--- config.mk ---
export PLATFORM = sky130hd
export DESIGN_NAME = rv32_pipeline_controller
export DESIGN_NICKNAME = d
export VERILOG_FILES = /design/src/rtl/rv32_pipeline_controller.sv
export SDC_FILE = /design/constraint.sdc
export NUM_CORES = 1
export LEC_CHECK = 0
export CAP_MARGIN = 20
export CORE_ASPECT_RATIO = 1.25
export CORE_MARGIN = 2
export CORE_UTILIZATION = 35
export DETAILED_ROUTE_END_ITERATION = 10
export PLACE_DENSITY = 0.78
export SLEW_MARGIN = 20
export SYNTH_ARGS = -nofsm -noshare
export SYNTH_HDL_FRONTEND = slang
export SYNTH_SLANG_ARGS = --single-unit
--- constraint.sdc ---
create_clock -name clk -period 1.83 [get_ports clk]
set_input_delay 0.4575 -clock clk [delete_from_list [all_inputs] [get_ports clk]]
set_output_delay 0.4575 -clock clk [all_outputs]
set_load 0.02 [all_outputs]
--- src/rtl/rv32_pipeline_controller.sv ---
`default_nettype none
// ============================================================================
// Module   : rv32_pipeline_controller
// Purpose  : Central stall/flush/halt sequencer driving fetch, decode and exec.
//            Optional performance counters are built when RV32_PIPE_PERF_EN is defined.
// Revision : 1.0 - initial release
// ============================================================================
module rv32_pipeline_controller (
    input  logic        clk,
    input  logic        resetn,
    input  logic        decode_stall,
    input  logic        branch_taken,
    input  logic [31:0] branch_target,
    input  logic        exec_busy,
    input  logic        mem_wait,
    input  logic        halt_req,
    input  logic        resume_req,
    input  logic        perf_clear,
    output logic        fetch_stop,
    output logic        fetch_set_pc,
    output logic [31:0] fetch_pc,
    output logic        decode_stop,
    output logic        decode_set_nop,
    output logic [31:0] decode_set_nop_pc,
    output logic        exec_stop,
    output logic        exec_set_nop,
    output logic        halted,
    output logic [31:0] stall_cycles,
    output logic [31:0] flush_count
);

    localparam logic [1:0] c_RUN     = 2'd0;
    localparam logic [1:0] c_FLUSH   = 2'd1;
    localparam logic [1:0] c_HALTING = 2'd2;
    localparam logic [1:0] c_HALTED  = 2'd3;

    logic [1:0]  r_state;
    logic [1:0]  w_state_nxt;
    logic [31:0] r_target_q;
    logic [31:0] w_target_nxt;
    logic [1:0]  r_drain_cnt;
    logic [1:0]  w_drain_nxt;

    always_comb begin
        fetch_stop     = 1'b0;
        fetch_set_pc   = 1'b0;
        decode_stop    = 1'b0;
        decode_set_nop = 1'b0;
        exec_stop      = 1'b0;
        exec_set_nop   = 1'b0;
        halted         = 1'b0;
        w_state_nxt    = r_state;
        w_target_nxt   = r_target_q;
        w_drain_nxt    = r_drain_cnt;
        case (r_state)
            c_RUN: begin
                if (mem_wait) begin
                    fetch_stop  = 1'b1;
                    decode_stop = 1'b1;
                    exec_stop   = 1'b1;
                end else if (exec_busy) begin
                    fetch_stop   = 1'b1;
                    decode_stop  = 1'b1;
                    exec_set_nop = 1'b1;
                end else if (branch_taken) begin
                    fetch_set_pc   = 1'b1;
                    decode_set_nop = 1'b1;
                    w_target_nxt   = branch_target;
                    w_state_nxt    = c_FLUSH;
                end else if (halt_req) begin
                    fetch_stop     = 1'b1;
                    decode_set_nop = 1'b1;
                    w_drain_nxt    = 2'd2;
                    w_state_nxt    = c_HALTING;
                end else if (decode_stall) begin
                    fetch_stop = 1'b1;
                end
            end
            c_FLUSH: begin
                if (mem_wait) begin
                    fetch_stop  = 1'b1;
                    decode_stop = 1'b1;
                    exec_stop   = 1'b1;
                end else if (branch_taken) begin
                    // A second redirect restarts the one-cycle flush on the new path
                    fetch_set_pc   = 1'b1;
                    decode_set_nop = 1'b1;
                    w_target_nxt   = branch_target;
                end else begin
                    decode_set_nop = 1'b1;
                    w_state_nxt    = c_RUN;
                end
            end
            c_HALTING: begin
                fetch_stop     = 1'b1;
                decode_set_nop = 1'b1;
                if (mem_wait) begin
                    decode_stop = 1'b1;
                    exec_stop   = 1'b1;
                end else begin
                    if (branch_taken) begin
                        fetch_set_pc = 1'b1;
                        w_target_nxt = branch_target;
                    end
                    if (r_drain_cnt <= 2'd1) begin
                        w_drain_nxt = 2'd0;
                        w_state_nxt = c_HALTED;
                    end else begin
                        w_drain_nxt = r_drain_cnt - 2'd1;
                    end
                end
            end
            default: begin
                fetch_stop  = 1'b1;
                decode_stop = 1'b1;
                exec_stop   = 1'b1;
                halted      = 1'b1;
                if (resume_req) begin
                    w_state_nxt = c_RUN;
                end
            end
        endcase
    end

    assign fetch_pc          = branch_taken ? branch_target : r_target_q;
    assign decode_set_nop_pc = fetch_pc;

    always_ff @(posedge clk or negedge resetn) begin
        if (!resetn) begin
            r_state     <= c_RUN;
            r_target_q  <= 32'd0;
            r_drain_cnt <= 2'd0;
        end else begin
            r_state     <= w_state_nxt;
            r_target_q  <= w_target_nxt;
            r_drain_cnt <= w_drain_nxt;
        end
    end

`ifdef RV32_PIPE_PERF_EN
    logic [31:0] r_stall_cycles;
    logic [31:0] r_flush_count;

    // fetch_set_pc is asserted exactly when a redirect is accepted
    always_ff @(posedge clk or negedge resetn) begin
        if (!resetn) begin
            r_stall_cycles <= 32'd0;
            r_flush_count  <= 32'd0;
        end else if (perf_clear) begin
            r_stall_cycles <= 32'd0;
            r_flush_count  <= 32'd0;
        end else begin
            if (fetch_stop && (r_state != c_HALTED) && (r_stall_cycles != 32'hFFFF_FFFF)) begin
                r_stall_cycles <= r_stall_cycles + 32'd1;
            end
            if (fetch_set_pc && (r_flush_count != 32'hFFFF_FFFF)) begin
                r_flush_count <= r_flush_count + 32'd1;
            end
        end
    end

    assign stall_cycles = r_stall_cycles;
    assign flush_count  = r_flush_count;
`else
    logic w_unused_perf_clear;
    assign w_unused_perf_clear = perf_clear;
    assign stall_cycles        = 32'd0;
    assign flush_count         = 32'd0;
`endif

endmodule
`default_nettype wire

Word-level counts from Yosys, hierarchy flattened
Cells that the tools add are included.

Eq/ne operators: 12. Bitwise operators: 0. Reductions and logical operators: 9. $mul: 0. Magnitude comparators: 1. Add/subtract/negate cells: 1. Multiplexer cells: 46. Shifts and indexed selects: 0. Div/mod/pow operators: 0.

Operators with widths (number): two-way mux 32 bit (4); one-hot mux 32 bit (2 select lines) (1); two-way mux 2 bit (14); two-way mux 1 bit (21); inequality test 2 bit, second input constant (9); AND reduction 8 bit (1); one-hot mux 1 bit (2 select lines) (3); one-hot mux 2 bit (3 select lines) (1); AND reduction 6 bit (1); one-hot mux 2 bit (2 select lines) (1); AND reduction 4 bit (1); nonzero test 2 bit (2); nonzero test 4 bit (1); inequality test 3 bit, second input constant (1); one-hot mux 1 bit (3 select lines) (1); OR reduction 3 bit (1); equality test 2 x 1 -> 1 bit, second input constant (1); equality test 2 bit, second input constant (1); <= comparator 2 x 1 -> 1 bit, second input constant (1); logical NOT 2 bit (1); OR reduction 2 bit (1); subtractor 2 x 1 -> 2 bit, second input constant (1).

Bits in read-only memories: 0. RAM bits: 0. Bits in registers: 36. Memories: 0. Output and inout port bits: 135. Bits in latches: 0.

Longest topological paths before layout
Gate-level depths: netlist of the first run.

Depth after elaboration: 6. Gate-level depth with buffers: 7. Mapped depth without buffers: 6.

Worst setup path after synthesis of the first run
No wires, ideal clock.

Kind: flip-flop to output port. From: reg r_state[0]. To: out fetch_set_pc. Arrival time: 1527 ps. Path buffers: 0. Cell stages (with the launch flop): 4. Data required time: 1372 ps. Path slack: -154 ps. Cells stage by stage: dfrtp_1 > ha_1 > or2_2 > nor3_1.

Longest elaborated chain between the ends: 3.

Ends and longest elaborated chain: start, declared (RTL line 37) `logic [1:0] r_state;`; start signal, assigned (RTL line 130) `r_state <= c_RUN;`; start signal, assigned (RTL line 134) `r_state <= w_state_nxt;`; equality test 2 bit or equality test 2 x 1 -> 1 bit (tied branches) (RTL line 55) `case (r_state)`; OR reduction 2 bit (no source line); one-hot mux 1 bit (2 select lines) (*) (RTL line 55); end, declared (RTL line 20) `output logic fetch_set_pc,`.

Mark *: on every way between the ends. The rest lies on a longest branch, timed or not.

Worst setup path in the final report of the first run
From: reg r_state[0]. To: out decode_set_nop.

Longest elaborated chain between the ends: 2.

Ends and longest elaborated chain: equality test 2 bit, or another cell as far along (RTL line 55); one-hot mux 1 bit (3 select lines) (*) (RTL line 55); end, declared (RTL line 23) `output logic decode_set_nop,`.

Marks and branches as above.

==> run metrics, run 1 <==
status=finished with violations; failing checks=setup timing; Mean Syn Cell Area=12.0 um^2; Buf/Inv on CP=2; EDFF count, synth=0; Seq. cell area=901 um^2; synth warn=0; Highest Clock Rate=0.506 GHz; largest stage delay on the critical path=0.41 ns; router iterations before antenna repair=4; CP Data Required Time=1.37 ns; WHS=0.136 ns; CTS Hold Bufs=0; Combinational Power Share=67.1%; synthesized flop and latch total=36; Num CTS Buffers=5; Peak VDD IR=0.000828 V; DRT iter0 DRCs=36; full die area=0.00930 mm^2; Area Growth Syn to Fin=28.7%; GRT Util Overall=13.0%; critical path peak fanout=3; most frequent CP cell=buf_4; ys async rst share=100%; DR vias=1935; Final Hold Vio Count=0; clock sinks=36; multi-input logic area=0.00154 mm^2; Int Pwr=3.95 mW; RePlAce Congestion=0.810; Synth Flop Type=dfrtp_1; CP Launch Type=flop; commonest non-fill, non-tap cell in the layout=conb_1; # DRC=0; Longest Clk Path Bufs=2; Top Ports=176; CTS tree=built; distinct cell type count after synthesis=29; P per Cell Area=1690 mW/mm^2; Final HPWL DP=4340 um; maximum number of pins on one net before global-route repair=37; RSZ-0062 raised after global routing=true; leading cell types in the layout, fill and taps excluded=conb_1, buf_2, mux2_4, dfrtp_1, clkdlybuf4s50_1; max-capacitance violation count=0; max-slew violations=0; Final ANT Viol Nets=0; FP Rows=37; post-synthesis sequential area ratio=30.2%; P_leak=1.98 nW; mapped cell area=0.00299 mm^2; die height=107 um; dpl ws=-0.736 ns; Crit-path slowest cell=dfrtp_1; initial core utilization=36.1%; clk_lat worst skew=0.28 ns; crit path setup slack, layout=-0.146 ns; Root Driver=clkbuf_8; final setup violating endpoints=37; Synth Instances=250; CP Class=reg -> out; drt wl/cell=13.7 um; Clock Skew=0.00421 ns; crit-path cells=buf_4 -> ha_4 -> o21bai_1 -> a21oi_1 -> nor2_1 -> buf_4; Nets=403; fraction of layout cells with a size suffix above 1=53.5%; initial antenna violation count=0; vias per cell=4.24; final WL=6230 um; cell family with most CP delay=flip-flops; Clock power frac=10.6%; Fillers=775; worst min path class=in -> async; die width=86.6 um; Reg clk slew, reported paths=0.07 ns; grt ovf=0; Flop pwr share=22.3%; min Tclk post-route=1.98 ns; first-pass GRT wire length=9660 um; Net Sw Frac=39.0%; htree depth=2; vias in the first global route=1939; Port Buf Inserts=110; antenna cells=0; Psw=2.53 mW; final worst path period share=108%; Core ar.=0.00829 mm^2; WP data arrival=1.52 ns; CP endpoint kind=primary output
state kept, by name (all words and copies together), names as in the netlist:
signal and count:
r_state 2, r_drain_cnt 2, r_target_q 32
synth_stat cells (2+ instances only):
cell | n | area, um^2
o21a_1 | 2 | 15.0
o21ai_0 | 5 | 25.0
buf_12 | 3 | 60.1
nor2_1 | 5 | 18.8
a21oi_1 | 4 | 20.0
inv_1 | 5 | 18.8
nor3_1 | 2 | 10.0
buf_4 | 96 | 721
dfrtp_1 | 36 | 901
mux2i_1 | 2 | 20.0
nand2_1 | 2 | 7.51
o21bai_1 | 2 | 15.0
mux2_2 | 13 | 146
buf_6 | 5 | 56.3
mux2_4 | 51 | 766
ha_1 | 4 | 50.1
repair_timing:
action                                  4_1_cts  5_1_grt
endpoints found under the setup margin      105       41
gates resized for setup                     297       25
pin swaps                                     3        6
cloned                                        2        1
buffers inserted                              6        3
power groups by stage:
stage	sequential [mW]	clock, mW	combinational (mW)
final	1.45	0.688	4.35
after global routing	1.50	0.755	4.64
after CTS	1.44	0.728	4.18
after detailed placement	1.45	0	4.23
after global placement	1.43	0	4.17
after floorplan	1.39	0	3.23
metrics by stage:
stage	instance area (um^2)	utilization (%)	cells	TNS, ns	total power [mW]
after floorplan	3230	-	313	0	4.61
after global placement	3810	46.0	437	-34.40	5.59
after detailed placement	3810	46.0	437	-35.54	5.68
after CTS	3800	45.8	452	-1.20	6.35
after global routing	3850	46.4	456	-4.06	6.90
final	3850	46.4	456	-1.29	6.49
logic make-up (layout without fill, tap and decap cells):
group,after synthesis,after routing,share of synthesized area (%)
AO/OA/AOI/OAI,18,18,4.94
adder cells (fa/ha/maj),4,4,1.68
buffers and inverters,109,155,28.6
flip-flops,36,36,30.2
multiplexers,66,66,31.2
other,1,64,0.126
AND/OR/NAND/NOR,16,16,3.27
worst paths after layout:
check	start	to	slack, ns	depth (start not counted)
setup / recovery	r_state[0]$_DFFE_PN0P_	decode_set_nop	-0.15	6
hold / removal	resetn	r_target_q[0]$_DFFE_PN0P_	0.14	2
setup reg to reg	r_state[0]$_DFFE_PN0P_	r_target_q[7]$_DFFE_PN0P_	-0.04	9
hold reg to reg	r_target_q[12]$_DFFE_PN0P_	r_target_q[12]$_DFFE_PN0P_	0.51	1
max in group asynchronous	resetn	r_target_q[11]$_DFFE_PN0P_	1.51	2
min in group clk	r_target_q[12]$_DFFE_PN0P_	r_target_q[12]$_DFFE_PN0P_	0.51	1
metal layers:
metal  up-vias  part of all wire (%)  global-route usage (%)
li1        890                     -                       -
met1       933                    38                    15.1
met2       104                    54                    23.7
met3         8                   6.3                    2.76
met4         0                   1.2                    3.68
met5         -                     0                       0
cell type report:
type,count,share of cell area (%)
Multi-Input combinational cell,168,39.9
Clock inverter,2,0.911
Sequential cell,36,23.4
Tap cell,97,3.16
Clock buffer,6,1.89
Timing Repair Buffer,142,30.2
Inverter,5,0.488
(Power assumes the default switching activity.)
==> run 2: changes to the inputs <==
- SLEW_MARGIN: 20 -> 30
==> results of run 2 <==
No change in the layout: final DEF, timing and power equal those of run 1.
